**config.mk**
```make
export PLATFORM = sky130hd
export DESIGN_NAME = mult_div_unit
export DESIGN_NICKNAME = d
export VERILOG_FILES = /design/src/rtl/mult_div_unit.sv
export SDC_FILE = /design/constraint.sdc
export NUM_CORES = 1
export LEC_CHECK = 0
export CORE_MARGIN = 5
export CORE_UTILIZATION = 40
export DETAILED_ROUTE_END_ITERATION = 16
export GPL_TIMING_DRIVEN = 0
export PLACE_DENSITY_LB_ADDON = 0.1
export SKIP_CTS_REPAIR_TIMING = 1
export SLEW_MARGIN = 20
export SYNTH_ARGS = -nofsm -noshare
export SYNTH_HDL_FRONTEND = slang
export SYNTH_SLANG_ARGS = --single-unit
```
**constraint.sdc**
```tcl
create_clock -name clk -period 8.45 [get_ports clk]
set_clock_uncertainty 0.1 [all_clocks]
set_input_delay 1.69 -clock clk [delete_from_list [all_inputs] [get_ports clk]]
set_output_delay 1.69 -clock clk [all_outputs]
set_load 0.01 [all_outputs]
```
**src/rtl/mult_div_unit.sv**
```systemverilog
// -----------------------------------------------------------------------------
// mult_div_unit
//   Iterative 32-bit signed multiply / divide unit with HI/LO result registers.
//   A multiply uses radix-2 Booth recoding, one step per cycle. A divide uses
//   restoring division on the operand magnitudes, one quotient bit per cycle,
//   followed by a sign fix-up. Either operation takes 32 cycles in its working
//   state, then spends one cycle in DONE. A divide by zero goes straight to
//   DONE, sets div_zero, and leaves HI/LO untouched.
//
// Ports
//   clk       rising-edge clock
//   reset     synchronous active-low reset
//   start     request pulse, accepted only in IDLE
//   op        0 = signed multiply, 1 = signed divide
//   a, b      multiplicand/dividend, multiplier/divisor (32 bits each)
//   busy      high in MULT or DIV
//   done      one-cycle pulse in DONE
//   div_zero  last accepted divide had b = 0, held until the next accepted start
//   hi, lo    result registers (product[63:32]/[31:0], or remainder/quotient)
//
// State | Meaning
// ------+------------------------------------------------------------
// IDLE  | waiting for start; operands are latched when start is accepted
// MULT  | one Booth step per cycle, 32 cycles
// DIV   | one restoring-division step per cycle, 32 cycles
// DONE  | single cycle, done = 1, then return to IDLE
// -----------------------------------------------------------------------------
module mult_div_unit (
    input  logic        clk,
    input  logic        reset,
    input  logic        start,
    input  logic        op,
    input  logic [31:0] a,
    input  logic [31:0] b,
    output logic        busy,
    output logic        done,
    output logic        div_zero,
    output logic [31:0] hi,
    output logic [31:0] lo
);

    typedef enum logic [1:0] {
        IDLE = 2'd0,
        MULT = 2'd1,
        DIV  = 2'd2,
        DONE = 2'd3
    } state_t;

    state_t      state_q, state_d;
    logic [5:0]  cnt_q, cnt_d;
    // Multiply: sign-extended multiplicand. Divide: divisor magnitude.
    logic [32:0] m_q, m_d;
    // Multiply: Booth A register (33 bits so that subtracting -2^31 cannot overflow).
    // Divide: partial remainder.
    logic [32:0] acc_hi_q, acc_hi_d;
    // Multiply: multiplier being shifted out. Divide: dividend shifting out / quotient shifting in.
    logic [31:0] acc_lo_q, acc_lo_d;
    logic        qm1_q, qm1_d;
    logic        q_neg_q, q_neg_d;
    logic        r_neg_q, r_neg_d;
    logic        div_zero_q, div_zero_d;
    logic [31:0] hi_q, hi_d;
    logic [31:0] lo_q, lo_d;

    // Datapath step results
    logic [32:0] booth_sum;
    logic [32:0] booth_hi;
    logic [31:0] booth_lo;
    logic [32:0] div_shift;
    logic        div_ge;
    logic [32:0] div_rem;
    logic [31:0] div_quo;
    logic [31:0] quo_signed;
    logic [31:0] rem_signed;
    logic [31:0] a_mag;
    logic [31:0] b_mag;
    logic        last_iter;

    // -------------------------------------------------------------------------
    // Datapath: one Booth step and one restoring-division step, both computed
    // from the current registers; the FSM picks whichever applies.
    // -------------------------------------------------------------------------
    always_comb begin
        booth_sum  = acc_hi_q;
        booth_hi   = '0;
        booth_lo   = '0;
        div_shift  = '0;
        div_ge     = 1'b0;
        div_rem    = '0;
        div_quo    = '0;
        quo_signed = '0;
        rem_signed = '0;
        a_mag      = '0;
        b_mag      = '0;

        unique case ({acc_lo_q[0], qm1_q})
            2'b01:   booth_sum = acc_hi_q + m_q;
            2'b10:   booth_sum = acc_hi_q - m_q;
            default: booth_sum = acc_hi_q;
        endcase
        // Arithmetic shift right of {A, Q, q-1}.
        booth_hi = {booth_sum[32], booth_sum[32:1]};
        booth_lo = {booth_sum[0], acc_lo_q[31:1]};

        // Shift the next dividend bit into the partial remainder, then try to
        // subtract the divisor; keep the shifted value if it would go negative.
        div_shift = {acc_hi_q[31:0], acc_lo_q[31]};
        div_ge    = (div_shift >= m_q);
        div_rem   = div_ge ? (div_shift - m_q) : div_shift;
        div_quo   = {acc_lo_q[30:0], div_ge};

        quo_signed = q_neg_q ? (32'd0 - div_quo) : div_quo;
        rem_signed = r_neg_q ? (32'd0 - div_rem[31:0]) : div_rem[31:0];

        // |-2^31| is 0x80000000, which is still correct read as unsigned.
        a_mag = a[31] ? (32'd0 - a) : a;
        b_mag = b[31] ? (32'd0 - b) : b;
    end

    assign last_iter = (cnt_q == 6'd31);

    // -------------------------------------------------------------------------
    // Next-state and register updates
    // -------------------------------------------------------------------------
    always_comb begin
        state_d    = state_q;
        cnt_d      = cnt_q;
        m_d        = m_q;
        acc_hi_d   = acc_hi_q;
        acc_lo_d   = acc_lo_q;
        qm1_d      = qm1_q;
        q_neg_d    = q_neg_q;
        r_neg_d    = r_neg_q;
        div_zero_d = div_zero_q;
        hi_d       = hi_q;
        lo_d       = lo_q;

        unique case (state_q)
            IDLE: begin
                if (start) begin
                    cnt_d      = 6'd0;
                    div_zero_d = 1'b0;
                    acc_hi_d   = '0;
                    qm1_d      = 1'b0;
                    if (!op) begin
                        m_d      = {a[31], a};
                        acc_lo_d = b;
                        q_neg_d  = 1'b0;
                        r_neg_d  = 1'b0;
                        state_d  = MULT;
                    end else if (b == 32'd0) begin
                        // Nothing to iterate; report and finish next cycle.
                        div_zero_d = 1'b1;
                        state_d    = DONE;
                    end else begin
                        m_d      = {1'b0, b_mag};
                        acc_lo_d = a_mag;
                        q_neg_d  = a[31] ^ b[31];
                        r_neg_d  = a[31];
                        state_d  = DIV;
                    end
                end
            end

            MULT: begin
                acc_hi_d = booth_hi;
                acc_lo_d = booth_lo;
                qm1_d    = acc_lo_q[0];
                cnt_d    = cnt_q + 6'd1;
                if (last_iter) begin
                    cnt_d   = 6'd0;
                    // booth_hi[32] is only sign extension of the 64-bit product.
                    hi_d    = booth_hi[31:0];
                    lo_d    = booth_lo;
                    state_d = DONE;
                end
            end

            DIV: begin
                acc_hi_d = div_rem;
                acc_lo_d = div_quo;
                cnt_d    = cnt_q + 6'd1;
                if (last_iter) begin
                    cnt_d   = 6'd0;
                    hi_d    = rem_signed;
                    lo_d    = quo_signed;
                    state_d = DONE;
                end
            end

            DONE: begin
                state_d = IDLE;
            end

            default: begin
                state_d = IDLE;
            end
        endcase
    end

    always_ff @(posedge clk) begin
        if (!reset) begin
            state_q    <= IDLE;
            cnt_q      <= '0;
            m_q        <= '0;
            acc_hi_q   <= '0;
            acc_lo_q   <= '0;
            qm1_q      <= 1'b0;
            q_neg_q    <= 1'b0;
            r_neg_q    <= 1'b0;
            div_zero_q <= 1'b0;
            hi_q       <= '0;
            lo_q       <= '0;
        end else begin
            state_q    <= state_d;
            cnt_q      <= cnt_d;
            m_q        <= m_d;
            acc_hi_q   <= acc_hi_d;
            acc_lo_q   <= acc_lo_d;
            qm1_q      <= qm1_d;
            q_neg_q    <= q_neg_d;
            r_neg_q    <= r_neg_d;
            div_zero_q <= div_zero_d;
            hi_q       <= hi_d;
            lo_q       <= lo_d;
        end
    end

    assign busy     = (state_q == MULT) || (state_q == DIV);
    assign done     = (state_q == DONE);
    assign div_zero = div_zero_q;
    assign hi       = hi_q;
    assign lo       = lo_q;

endmodule

```
After elaboration in Yosys (flattened, before gate mapping) --
Index checks and enable logic that the tools add are counted.
Word-level totals: bits in registers 174, output and inout bits 67, word-level logic and storage cells 85, bits of input ports 68
Cells by class: $add $sub $neg 8, order comparisons 1, bitwise logic cells 1, eq/ne operators 12, multiplexer cells 36, reductions and logical operators 16
Operators with widths (count):
- $mux 32 | 11
- $mux 33 | 4
- $pmux 32 s2 | 2
- $sub 1x32->32 const A | 4
- $pmux 33 s3 | 1
- $pmux 32 s3 | 1
- $pmux 33 s2 | 1
- $sub 33x33->33 | 2
- $add 33x33->33 | 1
- $ge 33x33->1 | 1
- $logic_not 32->1 | 1
- $mux 6 | 2
- $pmux 6 s2 | 1
- $reduce_and 2->1 | 5
- $reduce_and 3->1 | 3
- $mux 1 | 8
- $ne 2x2->1 const B | 4
- $add 6x1->6 const B | 1
- $eq 2x2->1 const B | 3
- $eq 6x5->1 const B | 1
- $mux 2 | 3
- $pmux 2 s3 | 1
- $reduce_bool 2->1 | 3
- $eq 2x1->1 const B | 2
- other kinds (8) | 8

Longest topological paths before layout --
Gate-level depths: netlist of the first run.
depth after elaboration 6, gate-level depth with buffers 26, mapped depth without buffers 22

Worst setup path after synthesis of the first run --
Ideal clock, no wire load.
path type register to register, from reg m_q[14], to reg hi_q[16] (netlist: hi[16]), data required time 8.222 ns, arrival time 4.635 ns, buffers on the path 4, cell stages (with the launch flop) 27, clock period less this slack 4.862 ns, library setup time 0.128 ns, slack 3.588 ns, path through dfxtp_1 > inv_1 > ha_1 > clkbuf_1 > a21oi_1 > o21ai_1 > a22oi_2 > inv_2 > o21ai_2 > nand2_4 > buf_2 > buf_2 > buf_2 > nand2_1 > o21ai_0 > inv_1 > ha_1 > nand2_1 > nand4b_1 > a2111o_1 > a211o_1 > and2_1 > a21o_1 > o31ai_2 > xnor2_1 > a222oi_1 > nor2_1
Between the ends: word-level cells in the longest chain between the ends 6, elaborated cells between the ends (all ways) 11, those cells by class add/sub (4); order compare (1); mux (6)
Ends and longest elaborated chain:
- start: declaration | RTL line 52 | logic [32:0] m_q, m_d;
- start signal: assignment | RTL line 217 | m_q <= m_d;
- $sub 33x33->33 or $ge 33x33->1 (tied branches) | RTL line 109, 108
- $mux 33 | RTL line 109 | div_rem = div_ge ? (div_shift - m_q) : div_shift;
- $sub 1x32->32 | RTL line 113 | rem_signed = r_neg_q ? (32'd0 - div_rem[31:0]) : div_rem[31:0];
- $mux 32 | RTL line 113
- $mux 32 | RTL line 183 | if (last_iter) begin
- $pmux 32 s2 (*) | RTL line 138 | unique case (state_q)
- end signal: assignment | RTL line 224 | hi_q <= hi_d;
- end: declaration | RTL line 62 | logic [31:0] hi_q, hi_d;
Mark *: on every way between the ends. The rest lies on a longest branch, timed or not. The select of a mux whose other input is x is not followed. A chain may end at the register's enable or synchronous reset.

Final worst setup path of the first run --
from reg m_q[13], to reg hi_q[30] (netlist: hi[30])
Same word-level chain as after synthesis.

==> impl_metrics.env, run 1 <==
export IMPL_run_status="completed"
export IMPL_mostFrequentLayoutCells="nor2_1 (300), a21oi_1 (251), nand2_1 (222), dfxtp_1 (174), clkdlybuf4s50_1 (133)"
export IMPL_clk_transition_reported_paths_ps=80
export IMPL_pin_count_of_the_biggest_net_entering_global_routing=17
export IMPL_reg2reg_start="m_q[13]"
export IMPL_diodes=0
export IMPL_timing_worst_slew_pin_value_ps=1120
export IMPL_worst_skew_pair_late_latency_ps=460
export IMPL_post_drt_wl_per_cell_um=24.9
export IMPL_gpl_final_weighted_congestion=1.04
export IMPL_die_width_um=211
export IMPL_worstPathRequired_ps=8730
export IMPL_crit_path_cell_trace="inv_1, ha_1, nand2_1, nor3_1, nand4_1, o41ai_2, nor2_2, nand2_4, buf_2, buf_2, buf_2, o21ai_0, inv_1, ha_1, nand2_1, nand4b_1, a2111o_1, a211o_1, a2bb2oi_1, nand2_1, nor3b_1, nand3_1, mux2_2, a21oi_1"
export IMPL_clockBufferDepth=2
export IMPL_grt_first_pass_wirelength_um=109000
export IMPL_critical_path_n_buffers_inverters=5
export IMPL_min_delay_path_depth=2
export IMPL_number_of_synthesized_flops_with_an_enable_pin=0
export IMPL_tritoncts="yes"
export IMPL_fin_cells=2948
export IMPL_post_synth_net_total=2403
export IMPL_ant_nets=0
export IMPL_element_type_at_the_critical_path_end="register"
export IMPL_timing_setup_critical_path_class="reg2reg"
export IMPL_antenna_found_initial=0
export IMPL_place_hpwl_um=59400
export IMPL_post_synth_instance_area_mm2=0.0161
export IMPL_synthesized_flop_and_latch_total=174
export IMPL_drt_first_iter_violations=1871
export IMPL_fin_setup_tns_ps=0
export IMPL_vias_per_cell=6.14
export IMPL_timing_reg2reg_setup_slack_ps=1500
export IMPL_first_global_vias=17500
export IMPL_io_pins=135
export IMPL_cpPeakStageDelay_ps=540
export IMPL_global_route_overflow_total=0
export IMPL_netlist_top_cells_area="dfxtp_1 (22%), a21oi_1 (7.8%), nor2_1 (7.0%)"
export IMPL_die_area_mm2=0.0444
export IMPL_post_route_cell_area_mm2=0.0187
export IMPL_synth_yosys_seq_area_share_pct=21.6
export IMPL_final_worst_path_cycle_share_pct=82.3
export IMPL_placeableCoreArea_mm2=0.0398
export IMPL_drtPass1Iterations=5
export IMPL_postSynthCellCount=2257
export IMPL_yosysWarningCount=0
export IMPL_largest_fanout_of_any_net_on_the_critical_path=10
export IMPL_slowest_stage="o41ai_2"
export IMPL_worst_hold_path_type="reg2reg"
export IMPL_initial_utilization_pct=40.4
export IMPL_cts_htree_levels=4
export IMPL_report_final_hold_viol_count=0
export IMPL_die_height_um=211
export IMPL_power_per_cell_area_mw_per_mm2=281
export IMPL_max_clock_freq_mhz=144
export IMPL_min_from="lo[2]"
export IMPL_timing_critical_path_depth=24
export IMPL_vdd_drop_max_uv=192
export IMPL_ys_async_sr_fraction_pct=0
export IMPL_worst_setup_path_startpoint="m_q[13]"
export IMPL_numPlacedInstances=2916
export IMPL_arrival_ps=7230
export IMPL_cts_buffers_inserted=17
export IMPL_area_growth_synth_to_final_pct=16.1
export IMPL_yosysTopAreaCellShare_pct=21.6
export IMPL_post_synth_cell_area_avg_um2=7.13
export IMPL_drt_drc_violations_left=0
export IMPL_rsz0062_at_grt="no"
export IMPL_global_route_usage_over_all_layers_pct=32.0
export IMPL_timing_final_setup_violations=0
export IMPL_total_cell_area_at_the_placement_stage_mm2=0.0181
export IMPL_layout_nets=2556
export IMPL_finalWirelength_um=73500
export IMPL_io_buffers=133
export IMPL_ys_dominant_reg_cell="dfxtp_1"
export IMPL_post_synth_num_cell_types=98
export IMPL_slew_violations=0
export IMPL_maxCapViolations=0
export IMPL_core_rowCount=73
export IMPL_dr_total_vias=18100
export IMPL_layout_cells_most_common="nor2_1"
export IMPL_static_leakage_power_uw=0.00681
export IMPL_slew_headroom_pct=25.3
export IMPL_layout_filler_cells=4230
export IMPL_root_buffer="clkbuf_16"
export IMPL_cts_sink_count=174
export IMPL_worstSetupStartpointType="register"
export IMPL_cpLargestDelayFamily="simple AND/OR/NAND/NOR gates"
export IMPL_biggest_area_consumer_among_synthesized_cells="dfxtp_1"
export IMPL_r2r_worst_path_cells=24
export IMPL_shortest_period_the_worst_path_allows_ps=6950
export IMPL_final_layout_size_suffix_gt1_share_pct=5.08
path summary, 6_finish.rpt:
path	endpoint
worst max-delay path	hi[30]
worst min-delay path	lo[2]
worst max register to register	hi[30]
worst min register to register	lo[2]
registers in the layout (all words and copies together) (netlist names):
signal	count
acc_hi_q	33
acc_lo_q	32
cnt_q	6
div_zero	1
hi	32
lo	32
m_q	33
q_neg_q	1
qm1_q	1
r_neg_q	1
state_q	2
per-layer routing:
layer	global-route usage, %	vias to the layer above	wire [µm]
met2	52.5	853	33700
li1	-	8503	-
met5	0	-	0
met3	4.53	202	5120
met4	17.4	0	4590
met1	40.5	8546	30100
final cells by class:
class                           instances  area [µm²]  area share [%]
Buffer                                156         649            3.47
Clock buffer                           20         457            2.44
Clock inverter                         12         124           0.663
Inverter                               78         295            1.58
Multi-Input combinational cell       1849       11700            62.5
Sequential cell                       174        3480            18.6
Tap cell                              525         657            3.51
Timing Repair Buffer                  134        1340            7.15
worst reg2reg max path, stage by stage, from the launching register on:
cell       delay [ps]
dfxtp_1           440
inv_1             120
ha_1              420
nand2_1           150
nor3_1            490
nand4_1           180
o41ai_2           540
nor2_2            200
nand2_4           190
buf_2             360
buf_2             310
buf_2             300
o21ai_0           210
inv_1             100
ha_1              330
nand2_1            80
nand4b_1          210
a2111o_1          470
a211o_1           290
a2bb2oi_1         200
nand2_1           120
nor3b_1           530
nand3_1           130
mux2_2            280
a21oi_1           120
synthesized netlist by cell type, types with 20 or more instances:
| cell type | number |
|---|---|
| nor2b_1 | 22 |
| a31oi_1 | 26 |
| nor2_1 | 300 |
| nand3_1 | 37 |
| buf_2 | 21 |
| nor3_1 | 37 |
| nand2b_1 | 22 |
| a21o_1 | 24 |
| or3_1 | 20 |
| ha_1 | 76 |
| o21ai_0 | 122 |
| xnor2_1 | 85 |
| a211oi_1 | 102 |
| nand2_1 | 222 |
| inv_1 | 72 |
| mux2i_1 | 20 |
| dfxtp_1 | 174 |
| o31ai_1 | 30 |
| xor2_1 | 105 |
| clkbuf_1 | 122 |
| a22oi_1 | 55 |
| o211ai_1 | 24 |
| a21oi_1 | 251 |
logic make-up (layout without fill, tap and decap cells):
| family | Yosys count | in the layout | synth area share, % |
|---|---|---|---|
| simple gates | 776 | 776 | 22.5 |
| compound gates | 779 | 779 | 31.8 |
| mux | 26 | 26 | 1.66 |
| xor+xnor | 190 | 190 | 10.3 |
| buf+inv | 234 | 400 | 5.87 |
| fa+ha+maj | 78 | 78 | 6.15 |
| flops | 174 | 174 | 21.6 |
through the flow:
stage	worst slack [ps]	util [%]	hold WS [ps]	power, µW
finish	1500	46.9	360	5250
global route	1210	46.9	394	5540
CTS	1640	46.9	359	5170
detailed placement	1700	45.5	349	4340
global placement	1660	45.4	348	4320
floorplan	3590	-	344	3240
power breakdown:
group / total, µW / switching [µW] / leakage (µW) / internal (µW)
clock network: 828 / 397 / 0.000289 / 432
registers: 1060 / 141 / 0.00141 / 920
logic: 3360 / 2290 / 0.00511 / 1070
total: 5250 / 2830 / 0.00681 / 2430
No activity file was read; power rests on OpenSTA's default activity.
==> inputs of run 2 (changes only) <==
clock period = 6.7 ns   (was 8.45 ns; I/O delays follow)
==> run 2 against run 1 <==
Combinational power increased by 27%. Largest power group unchanged. Non-clock buffer count unchanged. Sequential power grew 26%. Sequential share of layout area hardly changed. Via count fell by 0.27%. Clock power up 26%. Worst setup slack worse by 1100 ps. Cell count unchanged. Die area stayed put. Critical path depth is the same. Maximum frequency grew 9.9%. Utilization rose by 0.13 points.
==> impl_metrics.env, run 2 (synthesized netlist as in run 1, its figures left out) <==
export IMPL_finalWirelength_um=73400
export IMPL_timing_worst_slew_pin_value_ps=1120
export IMPL_final_worst_path_cycle_share_pct=94.4
export IMPL_crit_path_cell_trace="inv_1, ha_1, and4_1, and3_1, nand4_1, o41ai_4, nor2_4, nand2_8, buf_2, buf_2, o21ai_0, inv_1, ha_1, nand2_1, nand4b_1, a2111o_1, a211o_1, a2bb2oi_1, nand4b_1, buf_4, nor4_2, nor3_1, a221oi_1, a21oi_1"
export IMPL_slew_violations=0
export IMPL_fin_setup_tns_ps=0
export IMPL_timing_reg2reg_setup_slack_ps=380
export IMPL_vias_per_cell=6.12
export IMPL_clk_transition_reported_paths_ps=70
export IMPL_min_from="lo[2]"
export IMPL_mostFrequentLayoutCells="nor2_1 (300), a21oi_1 (250), nand2_1 (222), dfxtp_1 (172), clkdlybuf4s50_1 (133)"
export IMPL_core_rowCount=73
export IMPL_io_pins=135
export IMPL_worstSetupStartpointType="register"
export IMPL_die_height_um=211
export IMPL_r2r_end="hi[28]"
export IMPL_initial_utilization_pct=40.4
export IMPL_arrival_ps=6530
export IMPL_shortest_period_the_worst_path_allows_ps=6320
export IMPL_drtPass1Iterations=6
export IMPL_run_status="completed"
export IMPL_timing_critical_path_depth=24
export IMPL_max_clock_freq_mhz=158
export IMPL_cts_sink_count=174
export IMPL_post_drt_wl_per_cell_um=24.9
export IMPL_tritoncts="yes"
export IMPL_first_global_vias=17500
export IMPL_global_route_usage_over_all_layers_pct=32.0
export IMPL_place_hpwl_um=59400
export IMPL_power_per_cell_area_mw_per_mm2=355
export IMPL_clockBufferDepth=2
export IMPL_largest_fanout_of_any_net_on_the_critical_path=19
export IMPL_maxCapViolations=0
export IMPL_worst_hold_path_type="reg2reg"
export IMPL_area_growth_synth_to_final_pct=16.4
export IMPL_cpLargestDelayFamily="compound AO/OA/AOI/OAI gates"
export IMPL_registers_with_the_highest_flip_flop_counts="acc_hi_q: 33 flops, m_q: 33 flops"
export IMPL_slowest_stage="dfxtp_1"
export IMPL_grt_first_pass_wirelength_um=109000
export IMPL_die_area_mm2=0.0444
export IMPL_timing_setup_critical_path_class="reg2reg"
export IMPL_hold_path_end="lo[2]"
export IMPL_static_leakage_power_uw=0.00683
export IMPL_reg2reg_start="m_q[31]"
export IMPL_drt_drc_violations_left=0
export IMPL_ant_nets=0
export IMPL_antenna_found_initial=0
export IMPL_critical_path_n_buffers_inverters=5
export IMPL_layout_nets=2556
export IMPL_rsz0062_at_grt="no"
export IMPL_cts_buffers_inserted=17
export IMPL_layout_cells_most_common="nor2_1"
export IMPL_placeableCoreArea_mm2=0.0398
export IMPL_gpl_final_weighted_congestion=1.04
export IMPL_io_buffers=133
export IMPL_slew_headroom_pct=25.4
export IMPL_report_final_hold_viol_count=0
export IMPL_die_width_um=211
export IMPL_timing_final_setup_violations=0
export IMPL_global_route_overflow_total=0
export IMPL_cts_htree_levels=4
export IMPL_drt_first_iter_violations=1810
export IMPL_worstPathRequired_ps=6910
export IMPL_worst_skew_pair_late_latency_ps=460
export IMPL_dr_total_vias=18100
export IMPL_final_layout_size_suffix_gt1_share_pct=5.28
export IMPL_diodes=0
export IMPL_r2r_worst_path_cells=24
export IMPL_element_type_at_the_critical_path_end="register"
export IMPL_pin_count_of_the_biggest_net_entering_global_routing=17
export IMPL_root_buffer="clkbuf_16"
export IMPL_cpPeakStageDelay_ps=530
export IMPL_vdd_drop_max_uv=241
export IMPL_design_power_total_uw=6650
export IMPL_min_delay_path_depth=2
-- run 2: worst register-to-register path, stage by stage (launching register included) --
cell and delay [ps]:
dfxtp_1 530, inv_1 150, ha_1 390, and4_1 320, and3_1 270, nand4_1 160, o41ai_4 500, nor2_4 150
nand2_8 190, buf_2 280, buf_2 300, o21ai_0 220, inv_1 100, ha_1 340, nand2_1 80, nand4b_1 210
a2111o_1 480, a211o_1 280, a2bb2oi_1 200, nand4b_1 120, buf_4 180, nor4_2 190, nor3_1 90, a221oi_1 250
a21oi_1 100
-- run 2: worst max path at each step --
stage             from      to  slack, ps
6_report       m_q[31]  hi[28]        380
3_3_place_gp   m_q[12]  hi[30]        -90
2_1_floorplan  m_q[14]  hi[16]       1840
3_5_place_dp   m_q[13]  hi[30]        -50
4_1_cts        m_q[13]  hi[30]       -110
5_1_grt        m_q[31]  hi[28]        100
-- run 2: layer usage --
metal	wire (µm)	global-route usage (%)
met5	0	0
met4	4650	17.4
met3	4860	4.53
met2	33600	52.5
met1	30300	40.5
-- run 2: layout make-up --
cell class / instances / area [µm²]
flip-flops and latches: 174 / 3490
clock inverters: 12 / 124
inverters: 78 / 295
clock buffers: 20 / 457
plain buffers: 155 / 644
multi-input cells: 1849 / 11700
fillers: 4219 / 21100
well taps: 525 / 657
repair buffers: 135 / 1340
-- run 2: power breakdown --
group	internal [µW]	switching [µW]	leakage, µW
clock	544	498	0.000289
sequential	1160	177	0.00141
combinational	1370	2900	0.00513
-- run 2: stage by stage --
stage | cell area (µm²) | setup slack [ps] | util, % | hold slack (ps) | cells
after floorplan | 16100 | 1840 | - | 344 | 2257
after global placement | 18100 | -87.1 | 45.4 | 348 | 2915
after detailed placement | 18100 | -50.7 | 45.5 | 349 | 2916
after CTS | 18700 | -106 | 46.9 | 359 | 2948
after global routing | 18700 | 102 | 47.1 | 394 | 2948
final | 18700 | 377 | 47.1 | 363 | 2948
